### src/rtl/mem_share_ctrl_if.sv
// Bus bundle for mem_share_ctrl: UART-side access port, processor port and shared BRAM port.
// slave = controller side, master = surrounding system (UART, processor, BRAM).
interface mem_share_ctrl_if #(
  parameter int ADDR_W = 16,
  parameter int DATA_W = 16
);
  logic              io_req;
  logic              io_we;
  logic [ADDR_W-1:0] io_addr;
  logic [DATA_W-1:0] io_wdata;
  logic              io_ack;
  logic [DATA_W-1:0] io_rdata;

  logic [ADDR_W-1:0] pro_addr;
  logic [DATA_W-1:0] pro_wdata;
  logic              pro_we;
  logic [DATA_W-1:0] pro_rdata;
  logic              pro_en;

  logic [ADDR_W-1:0] mem_addr;
  logic [DATA_W-1:0] mem_wdata;
  logic              mem_we;
  logic [DATA_W-1:0] mem_rdata;

  modport master (
    output io_req, io_we, io_addr, io_wdata,
    output pro_addr, pro_wdata, pro_we,
    output mem_rdata,
    input  io_ack, io_rdata, pro_rdata, pro_en,
    input  mem_addr, mem_wdata, mem_we
  );

  modport slave (
    input  io_req, io_we, io_addr, io_wdata,
    input  pro_addr, pro_wdata, pro_we,
    input  mem_rdata,
    output io_ack, io_rdata, pro_rdata, pro_en,
    output mem_addr, mem_wdata, mem_we
  );
endinterface

### src/rtl/mem_share_ctrl.sv
// Mode FSM arbitrating one BRAM port between a UART loader and a processor.
// Optional macro MSC_DEBUG_READ_EN: io reads in RUN steal single processor cycles.
//
// state  | meaning
// IDLE   | no mode selected, io side owns the port (reads only)
// LOAD   | io side owns the port, writes allowed
// RUN    | processor clocked and owns the port
// SEND   | io side owns the port (reads only)
// HALTED | processor finished, io side owns the port (reads only)
module mem_share_ctrl #(
  parameter int ADDR_W = 16,
  parameter int DATA_W = 16
) (
  input  logic           clk_100,
  input  logic           rst,
  input  logic [2:0]     ctrlSw,
  input  logic           halt,
  mem_share_ctrl_if.slave bus,
  output logic [2:0]     ledInd,
  output logic [2:0]     state
);

  localparam logic [2:0] S_IDLE   = 3'd0;
  localparam logic [2:0] S_LOAD   = 3'd1;
  localparam logic [2:0] S_RUN    = 3'd2;
  localparam logic [2:0] S_SEND   = 3'd3;
  localparam logic [2:0] S_HALTED = 3'd4;

  logic [2:0]        state_q;
  logic [2:0]        state_nxt;
  logic [2:0]        req_mode;
  logic              ack_q;
  logic              accept;
  logic              io_write;
  logic              pro_en_c;
  logic [DATA_W-1:0] rdata_q;
  logic [ADDR_W-1:0] addr_mux;

  always_comb begin
    req_mode = S_IDLE;
    case (ctrlSw)
      3'b001:  req_mode = S_LOAD;
      3'b010:  req_mode = S_RUN;
      3'b100:  req_mode = S_SEND;
      default: req_mode = S_IDLE;
    endcase
  end

  always_comb begin
    state_nxt = req_mode;
    case (state_q)
      S_RUN:    state_nxt = halt ? S_HALTED : req_mode;
      S_HALTED: state_nxt = (req_mode == S_RUN) ? S_HALTED : req_mode;
      default:  state_nxt = req_mode;
    endcase
  end

`ifdef MSC_DEBUG_READ_EN
  // A pending io request in RUN parks the processor for exactly one cycle; the
  // in-flight ack cycle blocks a second steal, so at most one steal per two clocks.
  assign pro_en_c = (state_q == S_RUN) && !rst && !(bus.io_req && !ack_q);
`else
  assign pro_en_c = (state_q == S_RUN) && !rst;
`endif

  assign accept   = bus.io_req && !ack_q && !pro_en_c && !rst;
  assign io_write = accept && bus.io_we && (state_q == S_LOAD);

  assign addr_mux      = pro_en_c ? bus.pro_addr : bus.io_addr;
  assign bus.mem_addr  = addr_mux;
  assign bus.mem_wdata = pro_en_c ? bus.pro_wdata : bus.io_wdata;
  assign bus.mem_we    = pro_en_c ? bus.pro_we : io_write;
  assign bus.pro_en    = pro_en_c;
  assign bus.pro_rdata = bus.mem_rdata;

  // BRAM data is valid in the ack cycle itself, so it is forwarded then and held after.
  assign bus.io_ack   = ack_q && !rst;
  assign bus.io_rdata = rst ? '0 : (ack_q ? bus.mem_rdata : rdata_q);

  always_ff @(posedge clk_100) begin
    if (rst) begin
      state_q <= S_IDLE;
      ack_q   <= 1'b0;
      rdata_q <= '0;
    end else begin
      ack_q <= accept;
      if (ack_q) rdata_q <= bus.mem_rdata;
      // A mode change requested alongside an accepted access waits one cycle.
      if (!accept) state_q <= state_nxt;
    end
  end

  always_comb begin
    ledInd = 3'b000;
    case (state_q)
      S_LOAD:   ledInd = 3'b001;
      S_RUN:    ledInd = 3'b010;
      S_SEND:   ledInd = 3'b100;
      S_HALTED: ledInd = 3'b011;
      default:  ledInd = 3'b000;
    endcase
  end

  assign state = state_q;

endmodule

### src/flat_wrapper.sv
// flat-port wrapper written by rule: the top's interface ports become plain ports
module mem_share_ctrl_flat 
#(
  parameter int ADDR_W = 16,
  parameter int DATA_W = 16
)
  (clk_100, rst, ctrlSw, halt, ledInd, state, bus_io_req, bus_io_we, bus_io_addr, bus_io_wdata, bus_pro_addr, bus_pro_wdata, bus_pro_we, bus_mem_rdata, bus_io_ack, bus_io_rdata, bus_pro_rdata, bus_pro_en, bus_mem_addr, bus_mem_wdata, bus_mem_we);
  mem_share_ctrl_if #(.ADDR_W(ADDR_W), .DATA_W(DATA_W)) bus_i ();
  input  logic clk_100;
  input  logic rst;
  input  logic [2:0] ctrlSw;
  input  logic halt;
  output logic [2:0] ledInd;
  output logic [2:0] state;
  input wire logic [$bits(bus_i.io_req)-1:0] bus_io_req;
  input wire logic [$bits(bus_i.io_we)-1:0] bus_io_we;
  input wire logic [$bits(bus_i.io_addr)-1:0] bus_io_addr;
  input wire logic [$bits(bus_i.io_wdata)-1:0] bus_io_wdata;
  input wire logic [$bits(bus_i.pro_addr)-1:0] bus_pro_addr;
  input wire logic [$bits(bus_i.pro_wdata)-1:0] bus_pro_wdata;
  input wire logic [$bits(bus_i.pro_we)-1:0] bus_pro_we;
  input wire logic [$bits(bus_i.mem_rdata)-1:0] bus_mem_rdata;
  output wire logic [$bits(bus_i.io_ack)-1:0] bus_io_ack;
  output wire logic [$bits(bus_i.io_rdata)-1:0] bus_io_rdata;
  output wire logic [$bits(bus_i.pro_rdata)-1:0] bus_pro_rdata;
  output wire logic [$bits(bus_i.pro_en)-1:0] bus_pro_en;
  output wire logic [$bits(bus_i.mem_addr)-1:0] bus_mem_addr;
  output wire logic [$bits(bus_i.mem_wdata)-1:0] bus_mem_wdata;
  output wire logic [$bits(bus_i.mem_we)-1:0] bus_mem_we;
  assign bus_i.io_req = bus_io_req;
  assign bus_i.io_we = bus_io_we;
  assign bus_i.io_addr = bus_io_addr;
  assign bus_i.io_wdata = bus_io_wdata;
  assign bus_i.pro_addr = bus_pro_addr;
  assign bus_i.pro_wdata = bus_pro_wdata;
  assign bus_i.pro_we = bus_pro_we;
  assign bus_i.mem_rdata = bus_mem_rdata;
  assign bus_io_ack = bus_i.io_ack;
  assign bus_io_rdata = bus_i.io_rdata;
  assign bus_pro_rdata = bus_i.pro_rdata;
  assign bus_pro_en = bus_i.pro_en;
  assign bus_mem_addr = bus_i.mem_addr;
  assign bus_mem_wdata = bus_i.mem_wdata;
  assign bus_mem_we = bus_i.mem_we;
  mem_share_ctrl #(.ADDR_W(ADDR_W), .DATA_W(DATA_W)) u_core (.clk_100(clk_100), .rst(rst), .ctrlSw(ctrlSw), .halt(halt), .bus(bus_i), .ledInd(ledInd), .state(state));
endmodule
### config.mk
export PLATFORM = sky130hd
export DESIGN_NAME = mem_share_ctrl_flat
export DESIGN_NICKNAME = d
export VERILOG_FILES = /design/src/rtl/mem_share_ctrl_if.sv /design/src/rtl/mem_share_ctrl.sv /design/src/flat_wrapper.sv
export SDC_FILE = /design/constraint.sdc
export NUM_CORES = 1
export LEC_CHECK = 0
export ABC_AREA = 1
export CORE_ASPECT_RATIO = 0.5
export CORE_MARGIN = 10
export CORE_UTILIZATION = 29
export CTS_CLUSTER_DIAMETER = 40
export DETAILED_ROUTE_END_ITERATION = 12
export GPL_ROUTABILITY_DRIVEN = 0
export PLACE_DENSITY = 0.88
export SLEW_MARGIN = 25
export SYNTH_ARGS = -nofsm -noshare
export SYNTH_HDL_FRONTEND = slang
export SYNTH_SLANG_ARGS = --single-unit
### constraint.sdc
create_clock -name clk_100 -period 2.6 [get_ports clk_100]
set_clock_uncertainty 0.15 [all_clocks]
set_input_delay 0.52 -clock clk_100 [delete_from_list [all_inputs] [get_ports clk_100]]
set_output_delay 0.52 -clock clk_100 [all_outputs]
set_load 0.1 [all_outputs]
Word-level counts from Yosys, hierarchy flattened
Cells that the tools add are included.
Operators by class
  equal/unequal tests: 8
  multiplexer cells: 10
  reductions and logical operators: 10
Operators with widths (count)
  16-bit two-way mux: 4
  3-bit case mux with 4 select lines: 1
  3-bit by 2-bit == test with 1-bit output, second input constant: 3
  1-bit logical AND: 7
  3-bit by 1-bit == test with 1-bit output, second input constant: 2
  3-bit == test, second input constant: 2
  3-bit two-way mux: 2
  2-bit case mux with 3 select lines: 1
  3-bit case mux with 2 select lines: 1
  1-bit zero test: 3
  2-bit == test, second input constant: 1
  1-bit two-way mux: 1
Word-level totals
  bits in registers: 20
  input bits: 89
  logic and storage cells: 31

Longest topological paths before layout
Gate-level depths: netlist of run 1.
  depth after elaboration: 8
  mapped depth: 7
  gate-level depth less buffers: 7

Worst setup path before layout of run 1
Ideal clock, no wire load.
  path kind: register to output
  from: register u_core.state_q[2] (netlist: u_core.state[2])
  to: output bus_mem_we
  arrival time: 3.586 ns
  data required time: 1.930 ns
  path slack: -1.656 ns
  stages on the path, launching flop included: 5
  buffers on the path: 0
  path through: dfxtp_1 -> nor2_2 -> nand2_2 -> nand3_4 -> o21ai_0
Between the ends
  cells in the longest elaborated chain, start to end: 8
  elaborated cells on any way between the ends: 9
Ends and longest elaborated chain
  start, declared: RTL line mem_share_ctrl.sv:29  | logic [2:0] state_q;
  start signal, assigned: RTL line mem_share_ctrl.sv:89  | if (!accept) state_q <= state_nxt;
  3-bit by 2-bit == test with 1-bit output: RTL line mem_share_ctrl.sv:63  | assign pro_en_c = (state_q == S_RUN) && !rst;
  1-bit logical AND: RTL line mem_share_ctrl.sv:63
  1-bit zero test: RTL line mem_share_ctrl.sv:66  | assign accept = bus.io_req && !ack_q && !pro_en_c && !rst;
  1-bit logical AND (2 in a row): RTL line mem_share_ctrl.sv:66
  1-bit logical AND (2 in a row): RTL line mem_share_ctrl.sv:67  | assign io_write = accept && bus.io_we && (state_q == S_LOAD);
  1-bit two-way mux *: RTL line mem_share_ctrl.sv:72  | assign bus.mem_we = pro_en_c ? bus.pro_we : io_write;
  end, declared: RTL line flat_wrapper.sv:29  | output wire logic [$bits(bus_i.mem_we)-1:0] bus_mem_we;
Mark *: on every way between the ends. The rest lies on a longest branch, timed or not.

Final worst setup path of run 1
  from: input rst
  to: output bus_io_rdata[0]
Between the ends
  cells in the longest elaborated chain, start to end: 1
Ends and longest elaborated chain
  start, declared: RTL line flat_wrapper.sv:10  | input logic rst;
  16-bit two-way mux: RTL line mem_share_ctrl.sv:78  | assign bus.io_rdata = rst ? '0 : (ack_q ? bus.mem_rdata : rdata_q);
  end, declared: RTL line flat_wrapper.sv:24  | output wire logic [$bits(bus_i.io_rdata)-1:0] bus_io_rdata;
No other way between the ends.

==> summary.txt, run 1 <==
Floorplanning
  • Core region area: 4420 um2
  • Die ar.: 7900 um2
  • Die Height: 68.0 um
  • Initial cell density of the core: 0.303
  • Number of placement rows: 17
  • Number of top-level pins: 162
  • Die X-Extent: 116 um

GRT
  • Number of global-route vias before repair: 2,090
  • Largest net degree at the start of global routing: 28
  • Leftover overflow at the end of global routing: 0
  • Wire length of the first global-routing pass: 11,900 um
  • Initial antenna violation count: 0
  • All-layer global routing usage: 0.192

Final layout
  • Final Non-Filler Cells: 409
  • Summed area of non-filler cells in the final layout: 3790 um2
  • Relative area change from synthesis to final layout: 183%
  • Register area: 404 um2
  • Fraction of final layout cells with drive strength greater than 1: 0.398
  • NumNets Final: 442
  • Area of the multi-input gates: 825 um2
  • Count of inserted antenna diode cells: 0
  • Filler cells: 238

Critical path
  • Reg-to-reg critical path startpoint: u_core.state[2]$_SDFFE_PP0N_
  • Highest cell delay on the worst timing path: 0.40 ns
  • Cell with the largest stage delay on the worst path: sky130_fd_sc_hd__clkdlybuf4s50_1
  • Arrival time reported for the critical path endpoint: 1.89 ns
  • Most used cell along the critical path: sky130_fd_sc_hd__buf_12
  • Data required time at the worst endpoint: 1.93 ns
  • Startpoint type of the worst setup path: primary input
  • Cell breakdown of the critical path: clkdlybuf4s50_1 -> buf_4 -> nor2_4 -> buf_12 -> a22o_1 -> buf_12
  • Largest fanout on the critical path: 15
  • Number of buffers and inverters on the critical path: 4
  • Launch point of the worst path: rst
  • Cell family contributing the most delay on the critical path: buffers and inverters
  • Critical path endpoint category: primary output
  • Path type of the worst setup path: primary input to primary output

Logic synthesis
  • Number of instances in the synthesized netlist: 203
  • Leading cell types by total area after synthesis: sky130_fd_sc_hd__nand2_1, sky130_fd_sc_hd__dfxtp_1, sky130_fd_sc_hd__buf_4
  • Distinct cells, synth: 20
  • Main combinational cell family by area after synthesis: simple AND/OR/NAND/NOR gates
  • Number of nets produced by synthesis: 292
  • Total number of yosys warnings: 0
  • Compound-Gate Fraction of Synth Area: 0.127
  • Register bit count reported by yosys: 20
  • Xor/xnor share of the synthesized area: 0
  • Syn_area_per_cell: 6.59 um2
  • Post-Synth Simple-Gate Area: 0.401
  • Proportion of synthesized area in mux cells: 0
  • Synth Area in Adders: 0
  • Sequential area share after synthesis: 0.299
  • Biggest area consumer among synthesized cells: sky130_fd_sc_hd__nand2_1
  • Proportion of netlist area held by the largest area contributor: 0.306
  • Cell Area, Synth: 1340 um2

CTS
  • TritonCTS buffer count: 3
  • Clk Tree Root Cell: sky130_fd_sc_hd__clkbuf_8
  • CTS tree: done
  • CTS H-tree depth: 1
  • Worst-path clk slew: 0.07 ns
  • Clk sink count: 20
  • Maximum root-to-sink buffer count: 2
  • Hold-fix buffers, CTS: 0
  • Source-to-sink clock delay at the later pin of the worst-skew pair: 0.27 ns

Run status
  • Outcome: finished, final reports clean

Timing
  • Setup-failing EPs final: 0
  • Hold Fails Final Rpt: 0
  • Shortest clock period the worst path allows after layout: 2.56 ns
  • Slew at the pin closest to its max-slew limit: 0.321 ns
  • Final clock period utilization by the worst path: 0.986
  • Final Slew Violations: 0
  • Unrepaired setup endpoints after global routing: true
  • Fmax: 0.390 GHz
  • Final sum of negative setup slack: 0 ns
  • Worst slew slack as a fraction of its limit: 0.784

Job
  • Reported max-cap violation count: 0

Power
  • P per Cell Area: 482 nW/um2
  • IR drop worst, VDD: 0.439 mV
  • Leak pwr: 1.71 nW
  • Power Total: 0.00183 W

Place
  • Area after DPL: 3710 um2
  • Total of buffers placed on input and output ports: 161
  • Placed Cells incl. Taps: 405
  • Post-detailed-placement half-perimeter wirelength: 6850 um

Detailed routing
  • Final routed wire length divided by cell count: 19.3 um
  • Total number of vias: 1,963
  • DRT Pass-1 Iters: 4
  • Drc violations: 0
  • Detail Route Antenna Nets: 0
  • Ratio of routed vias to standard cells: 4.80
  • Wire length reported by the detailed router: 7880 um
  • Violation count after the first detailed-route iteration: 167

Hold path
  • Hold WC Path Type: flip-flop to flip-flop
  • Startpoint of the most critical hold path: u_core.rdata_q[6]$_DFF_P_
-- Yosys cell counts (all sizes together) --
library cell,count
nand2,110
nor3,2
or2,1
clkinv,1
a22o,16
nor2,5
nand3,9
inv,8
o21ai,3
dfxtp,20
clkbuf,1
a21oi,3
buf,24
-- registers in the layout, indices dropped and copies added, names as in the netlist --
name	count
u_core.rdata_q	16
u_core.state	3
u_core.ack_q	1
-- cells in the final DEF (no fill, tap or decap) --
master | netlist | final
sky130_fd_sc_hd__inv_1 | 7 | 7
sky130_fd_sc_hd__dfxtp_1 | 20 | 17
sky130_fd_sc_hd__bufinv_16 | 0 | 1
sky130_fd_sc_hd__nand3_4 | 1 | 1
sky130_fd_sc_hd__or2_2 | 1 | 1
sky130_fd_sc_hd__nor2_4 | 1 | 1
sky130_fd_sc_hd__nand3_1 | 8 | 8
sky130_fd_sc_hd__buf_12 | 0 | 71
sky130_fd_sc_hd__clkinv_2 | 1 | 1
sky130_fd_sc_hd__clkdlybuf4s50_1 | 0 | 88
sky130_fd_sc_hd__nor3_4 | 0 | 1
sky130_fd_sc_hd__clkbuf_8 | 0 | 3
sky130_fd_sc_hd__dfxtp_2 | 0 | 3
sky130_fd_sc_hd__inv_2 | 1 | 1
sky130_fd_sc_hd__o21ai_0 | 3 | 2
sky130_fd_sc_hd__nand2_2 | 1 | 31
sky130_fd_sc_hd__a21oi_1 | 3 | 3
sky130_fd_sc_hd__a22o_1 | 16 | 6
sky130_fd_sc_hd__nand2_1 | 109 | 79
sky130_fd_sc_hd__a22o_2 | 0 | 9
sky130_fd_sc_hd__buf_4 | 21 | 11
sky130_fd_sc_hd__nor3_1 | 2 | 1
sky130_fd_sc_hd__nor2_1 | 1 | 1
sky130_fd_sc_hd__o21ai_4 | 0 | 1
sky130_fd_sc_hd__a22o_4 | 0 | 1
sky130_fd_sc_hd__nor2_8 | 1 | 1
sky130_fd_sc_hd__nor2_2 | 2 | 2
-- cell type report --
type | instances | share of cell area
inverter | 9 | 0.00924
multi-input combinational | 149 | 0.217
sequential | 20 | 0.107
timing repair buffer | 170 | 0.629
tap | 57 | 0.0188
clock inverter | 1 | 0.00792
clock buffer | 3 | 0.0109
-- report_power, final --
part | switching (W) | internal [W] | total (W) | leakage, nW
clock network | 0.000112 | 0.000206 | 0.000318 | 0.0357
logic | 0.000736 | 0.000440 | 0.00118 | 1.51
registers | 0.0000105 | 0.000323 | 0.000334 | 0.165
-- metrics by stage --
stage | util | worst slack [ns] | hold WS, ns
CTS | 0.855 | 0.0350 | 0.370
global route | 0.857 | -0.00242 | 0.392
floorplan | - | 0.0176 | 0.491
finish | 0.857 | 0.0373 | 0.369
detailed placement | 0.839 | 0.0438 | 0.348
global placement | 0.839 | 0.110 | 0.347
-- path summary, 6_finish.rpt --
check,depth (start not counted),end,slack [ns]
setup / recovery,6,bus_io_rdata[0],0.04
hold / removal,1,u_core.rdata_q[6]$_DFF_P_,0.37
setup reg to reg,6,u_core.state[0]$_SDFFE_PP0N_,1.17
hold reg to reg,1,u_core.rdata_q[6]$_DFF_P_,0.37
-- logic make-up after synthesis --
family | Yosys count
AO/OA/AOI/OAI | 22
buffers and inverters | 34
flip-flops | 20
AND/OR/NAND/NOR | 127
-- what timing repair did --
item,4_1_cts,5_1_grt
setup buffers,0,0
resized for setup,0,1
endpoints found under the setup margin,0,1
hold endpoints to repair,0,0
-- per-layer routing --
metal | vias up | wire length [um] | GRT usage
met5 | - | 0 | 0
met4 | 0 | 108 | 0.0387
met3 | 11 | 615 | 0.0524
met2 | 106 | 4560 | 0.410
met1 | 922 | 2600 | 0.182
li1 | 924 | - | -
No activity file was read; power rests on OpenSTA's default activity.
==> inputs of run 2 (changes only) <==
CORE_MARGIN = 2   (was 10)
GPL_ROUTABILITY_DRIVEN = default   (was 0)
==> summary.txt, run 2 (synthesized netlist as in run 1, its figures left out) <==
Run status
  • Outcome: finished, final reports clean

Critical path
  • Reg-to-reg critical path startpoint: u_core.state[2]$_SDFFE_PP0N_
  • Cell breakdown of the critical path: clkdlybuf4s50_1 -> buf_4 -> nor2_4 -> buf_12 -> a22o_1 -> buf_12
  • Startpoint type of the worst setup path: primary input
  • Most used cell along the critical path: sky130_fd_sc_hd__buf_12
  • Number of buffers and inverters on the critical path: 4 (unchanged)
  • Path type of the worst setup path: primary input to primary output
  • Critical path endpoint category: primary output
  • Cell with the largest stage delay on the worst path: sky130_fd_sc_hd__clkdlybuf4s50_1
  • Arrival time reported for the critical path endpoint: 1.91 ns (+0.02 ns)
  • Cell family contributing the most delay on the critical path: buffers and inverters
  • Largest fanout on the critical path: 14 (-1)
  • Launch point of the worst path: rst
  • Highest cell delay on the worst timing path: 0.43 ns (+0.03 ns)
  • Data required time at the worst endpoint: 1.93 ns (about the same)

Timing
  • Fmax: 0.387 GHz (-0.81%)
  • Worst slew slack as a fraction of its limit: 0.783 (-0.000876)
  • Final clock period utilization by the worst path: 0.994 (+0.00805)
  • Setup-failing EPs final: 0 (unchanged)
  • Hold Fails Final Rpt: 0 (unchanged)
  • Shortest clock period the worst path allows after layout: 2.58 ns (+0.0209 ns)
  • Unrepaired setup endpoints after global routing: true
  • Slew at the pin closest to its max-slew limit: 0.324 ns (+0.00222 ns)
  • Final Hold Slack: 0.368 ns (-0.00135 ns)
  • Final Slew Violations: 0 (unchanged)

CTS
  • Source-to-sink clock delay at the later pin of the worst-skew pair: 0.26 ns (about the same)
  • Clk sink count: 20 (unchanged)
  • Hold-fix buffers, CTS: 0 (unchanged)
  • Worst-path clk slew: 0.07 ns (about the same)
  • CTS H-tree depth: 1 (unchanged)
  • CTS tree: done
  • Maximum root-to-sink buffer count: 2 (unchanged)
  • TritonCTS buffer count: 3 (unchanged)
  • Clk Tree Root Cell: sky130_fd_sc_hd__clkbuf_8

Final layout
  • Number of flip-flops under the largest register name: 16 (unchanged)
  • Leading cell type in the layout, fill and taps excluded: sky130_fd_sc_hd__clkdlybuf4s50_1
  • Count of inserted antenna diode cells: 0 (unchanged)
  • Relative area change from synthesis to final layout: 184%
  • NumNets Final: 443 (+0.23%)
  • Final Non-Filler Cells: 410 (+0.24%)
  • Biggest register: u_core.rdata_q
  • Commonest cells after routing, fill and taps aside: sky130_fd_sc_hd__clkdlybuf4s50_1, sky130_fd_sc_hd__nand2_1, sky130_fd_sc_hd__buf_12
  • Fraction of final layout cells with drive strength greater than 1: 0.399 (+0.00171)
  • Filler cells: 237 (-0.42%)
  • Register area: 404 um2 (unchanged)
  • Area of the multi-input gates: 825 um2 (unchanged)

GRT
  • Global routing's busiest layer: met2
  • Global-route met2 utilization: 0.534 (+0.124)
  • Largest net degree at the start of global routing: 21 (-25%)
  • All-layer global routing usage: 0.252 (+0.0604)
  • Initial antenna violation count: 0 (unchanged)
  • GR Layer Usage met1: 0.242 (+0.0596)
  • Leftover overflow at the end of global routing: 0 (unchanged)
  • Wire length of the first global-routing pass: 10,300 um (-13%)
  • M3 GR Usage: 0.0484 (-0.00397)
  • Number of global-route vias before repair: 2,118 (+1.3%)

Detailed routing
  • Drc violations: 0 (unchanged)
  • Wire length reported by the detailed router: 6760 um (-14%)
  • DRT Pass-1 Iters: 4 (unchanged)
  • Ratio of routed vias to standard cells: 4.77 (-0.65%)
  • Final routed wire length divided by cell count: 16.5 um (-14%)
  • Total number of vias: 1,955 (-0.41%)
  • Detail Route Antenna Nets: 0 (unchanged)
  • Violation count after the first detailed-route iteration: 79 (-53%)

Floorplanning
  • Number of placement rows: 17 (unchanged)
  • Die ar.: 5210 um2 (-34%)
  • Die Height: 52.0 um (-24%)
  • Number of top-level pins: 162 (unchanged)
  • Core region area: 4420 um2 (unchanged)
  • Initial cell density of the core: 0.303 (unchanged)
  • Die X-Extent: 100 um (-14%)

Hold path
  • Hold WC Path Type: flip-flop to flip-flop
  • Startpoint of the most critical hold path: u_core.rdata_q[10]$_DFF_P_

Power
  • Leak pwr: 1.72 nW (+0.32%)
  • P per Cell Area: 478 nW/um2 (-0.84%)
  • IR drop worst, VDD: 0.438 mV (-0.20%)
  • Power Total: 0.00182 W (-0.68%)

Job
  • Reported max-cap violation count: 0 (unchanged)

Place
  • Placed Cells incl. Taps: 405 (unchanged)
  • Total of buffers placed on input and output ports: 161 (unchanged)
  • GPL Wtd Cong: 0.815
  • Post-detailed-placement half-perimeter wirelength: 5510 um (-20%)
## run 2: final cells by class
class                      instances  share of cell area
tap                               57              0.0188
sequential                        20               0.106
inverter                           9             0.00923
timing repair buffer             171               0.630
clock buffer                       3              0.0109
multi-input combinational        149               0.217
clock inverter                     1             0.00791
## run 2: timing repair
item | 4_1_cts | 5_1_grt
setup endpoints to repair | 5 | 28
gates resized for setup | 1 | 3
pin swaps | 1 | 1
buffers inserted | 0 | 1
## run 2: worst register-to-register path, cell delays in order (launching register included)
cell and delay, ns:
sky130_fd_sc_hd__dfxtp_2 0.44, sky130_fd_sc_hd__nor2_2 0.09, sky130_fd_sc_hd__nand2_2 0.16, sky130_fd_sc_hd__nand3_4 0.12
sky130_fd_sc_hd__buf_4 0.18, sky130_fd_sc_hd__o21ai_0 0.19, sky130_fd_sc_hd__a21oi_1 0.07
## run 2: metrics by stage
step | setup TNS (ns) | setup slack, ns | util | area [um2]
after CTS | 0 | 0.00401 | 0.853 | 3770
after global placement | 0 | 0.0893 | 0.836 | 3700
after detailed placement | -0.0101 | -0.00769 | 0.836 | 3700
after global routing | -0.0580 | -0.0161 | 0.858 | 3800
after floorplan | 0 | 0.0176 | - | 1450
final | 0 | 0.0164 | 0.858 | 3800
## run 2: final timing paths
path	slack [ns]	endpoint	depth (start not counted)
max	0.02	bus_io_rdata[5]	6
min	0.37	u_core.rdata_q[10]$_DFF_P_	1
max reg2reg	1.09	u_core.state[0]$_SDFFE_PP0N_	6
min reg2reg	0.37	u_core.rdata_q[10]$_DFF_P_	1
## run 2: report_power, final
group	leakage, nW	internal [W]	switching, W
registers	0.165	0.000323	0.00000969
clock network	0.0357	0.000206	0.000104
logic	1.52	0.000441	0.000732
total	1.72	0.000970	0.000846
## run 2: layer usage
| layer | up-vias | share of wire | routed length [um] |
|---|---|---|---|
| li1 | 931 | - | - |
| met1 | 902 | 0.32 | 2140 |
| met2 | 101 | 0.58 | 3940 |
| met3 | 21 | 0.067 | 453 |
| met4 | 0 | 0.033 | 226 |
| met5 | - | 0 | 0 |
==> inputs of run 3 (changes only) <==
GPL_TIMING_DRIVEN = 1   (was default)
SETUP_SLACK_MARGIN = 0.15   (was default)
==> summary.txt, run 3 (synthesized netlist as in run 1, its figures left out) <==
Final layout
  • Biggest register: u_core.rdata_q
  • Relative area change from synthesis to final layout: 190%
  • NumNets Final: 440 (-0.68%)
  • Count of inserted antenna diode cells: 0 (unchanged)
  • Number of flip-flops under the largest register name: 16 (unchanged)
  • Fraction of final layout cells with drive strength greater than 1: 0.400 (+0.000567)
  • Commonest cells after routing, fill and taps aside: sky130_fd_sc_hd__clkdlybuf4s50_1, sky130_fd_sc_hd__nand2_1, sky130_fd_sc_hd__buf_12
  • Leading cell type in the layout, fill and taps excluded: sky130_fd_sc_hd__clkdlybuf4s50_1

CTS
  • CTS H-tree depth: 1 (unchanged)
  • Hold-fix buffers, CTS: 0 (unchanged)
  • Post-CTS Repair Setup Buffers: 0 (unchanged)
  • Source-to-sink clock delay at the later pin of the worst-skew pair: 0.26 ns (about the same)
  • CTS tree: done
  • TritonCTS buffer count: 3 (unchanged)
  • Worst-path clk slew: 0.08 ns (about the same)
  • Clk Tree Root Cell: sky130_fd_sc_hd__clkbuf_8
  • Maximum root-to-sink buffer count: 2 (unchanged)
  • CTS resizes: 14 (+13)
  • Clk sink count: 20 (unchanged)

Timing
  • Final sum of negative setup slack: 0 ns (unchanged)
  • Hold Fails Final Rpt: 0 (unchanged)
  • Final Slew Violations: 0 (unchanged)
  • Final clock period utilization by the worst path: 0.913 (-0.0807)
  • Fmax: 0.421 GHz (+8.8%)
  • Slew at the pin closest to its max-slew limit: 0.322 ns (-0.00108 ns)
  • Setup-failing EPs final: 0 (unchanged)
  • Final Hold Slack: 0.354 ns (-0.0140 ns)
  • Worst slew slack as a fraction of its limit: 0.783 (about the same)
  • Shortest clock period the worst path allows after layout: 2.37 ns (-0.210 ns)
  • Unrepaired setup endpoints after global routing: false

GRT
  • Leftover overflow at the end of global routing: 0 (unchanged)
  • Initial antenna violation count: 0 (unchanged)
  • Largest net degree at the start of global routing: 33 (+57%)
  • All-layer global routing usage: 0.251 (-0.00147)
  • Number of global-route vias before repair: 2,090 (-1.3%)
  • Wire length of the first global-routing pass: 10,200 um (-0.74%)

Detailed routing
  • Ratio of routed vias to standard cells: 4.75 (-0.34%)
  • Violation count after the first detailed-route iteration: 78 (-1.3%)
  • Final routed wire length divided by cell count: 16.0 um (-3.0%)
  • Detail Route Antenna Nets: 0 (unchanged)
  • Drc violations: 0 (unchanged)
  • Total number of vias: 1,934 (-1.1%)
  • Wire length reported by the detailed router: 6510 um (-3.7%)
  • DRT Pass-1 Iters: 6 (+2)

Critical path
  • Largest fanout on the critical path: 9 (-5)
  • Path type of the worst setup path: primary input to primary output
  • R2R cell count: 6 (unchanged)
  • Data required time at the worst endpoint: 1.93 ns (about the same)
  • Register-to-register setup slack: 1.20 ns (+0.11 ns)
  • Launch point of the worst path: rst
  • Startpoint type of the worst setup path: primary input
  • Arrival time reported for the critical path endpoint: 1.70 ns (-0.21 ns)
  • Critical path endpoint category: primary output
  • Reg-to-reg critical path startpoint: u_core.state[2]$_SDFFE_PP0N_

Power
  • P per Cell Area: 455 nW/um2 (-4.9%)
  • Leak pwr: 1.76 nW (+2.3%)
  • IR drop worst, VDD: 0.468 mV (+6.8%)

Hold path
  • Hold-critical path depth: 1 (unchanged)
  • Startpoint of the most critical hold path: u_core.rdata_q[7]$_DFF_P_
  • Hold WC Path Type: flip-flop to flip-flop

Floorplanning
  • Die ar.: 5210 um2 (unchanged)
  • Initial cell density of the core: 0.303 (unchanged)
  • Die X-Extent: 100 um (unchanged)
  • Core region area: 4420 um2 (unchanged)
  • Number of placement rows: 17 (unchanged)
  • Die Height: 52.0 um (unchanged)
  • Number of top-level pins: 162 (unchanged)

Place
  • Total of buffers placed on input and output ports: 161 (unchanged)
  • Post-detailed-placement half-perimeter wirelength: 5330 um (-3.1%)
  • GPL Wtd Cong: 0.825 (+1.2%)

Run status
  • Outcome: finished, final reports clean

Job
  • Reported max-cap violation count: 0 (unchanged)
==> run 3: changes by cell type in the layout (fill, tap and decap cells not counted), sizes merged <==
cell           before  now
bufbuf              0    1
clkdlybuf4s50      88   87
bufinv              1    0
buf                83   79
clkbuf              3    4
dlygate4sd2         0    1
==> run 3: path summary, 6_finish.rpt <==
kind                                  endpoint
setup / recovery               bus_io_rdata[8]
hold / removal       u_core.rdata_q[7]$_DFF_P_
setup reg to reg  u_core.state[0]$_SDFFE_PP0N_
hold reg to reg      u_core.rdata_q[7]$_DFF_P_
==> run 3: metal layers <==
layer,vias up,track usage,routed length [um]
met1,885,0.251,2270
met2,109,0.502,3570
met5,-,0,0
met3,20,0.0591,455
li1,920,-,-
met4,0,0.116,214
==> run 3: power breakdown <==
| part | internal (W) | total [W] | switching, W |
|---|---|---|---|
| Combinational | 0.000451 | 0.00119 | 0.000738 |
| Sequential | 0.000323 | 0.000333 | 0.0000102 |
| Clock | 0.000135 | 0.000242 | 0.000108 |
| Total | 0.000909 | 0.00176 | 0.000856 |
==> run 3: critical path, stage by stage <==
cell                            delay [ns]
sky130_fd_sc_hd__dlygate4sd2_1        0.25
sky130_fd_sc_hd__buf_6                0.14
sky130_fd_sc_hd__nor2_4               0.16
sky130_fd_sc_hd__bufbuf_16            0.30
sky130_fd_sc_hd__a22o_4               0.15
sky130_fd_sc_hd__buf_12               0.17
==> run 3: cell type report <==
cell class	instances	area [um2]
inverters	9	40.0
repair buffers	168	2380
fillers	203	544
clock buffers	4	55.1
multi-input cells	149	927
well taps	57	71.3
flip-flops and latches	20	407
==> run 3: metrics by stage <==
step,util,cells,power (W),area [um2],setup slack [ns]
final,0.877,407,0.00176,3880,0.226
after global routing,0.877,407,0.00182,3880,0.187
after CTS,0.877,407,0.00178,3880,0.238
after detailed placement,0.840,402,0.00151,3720,-0.145
after global placement,0.840,402,0.00149,3720,-0.0693
after floorplan,-,203,0.00103,1510,0.0597
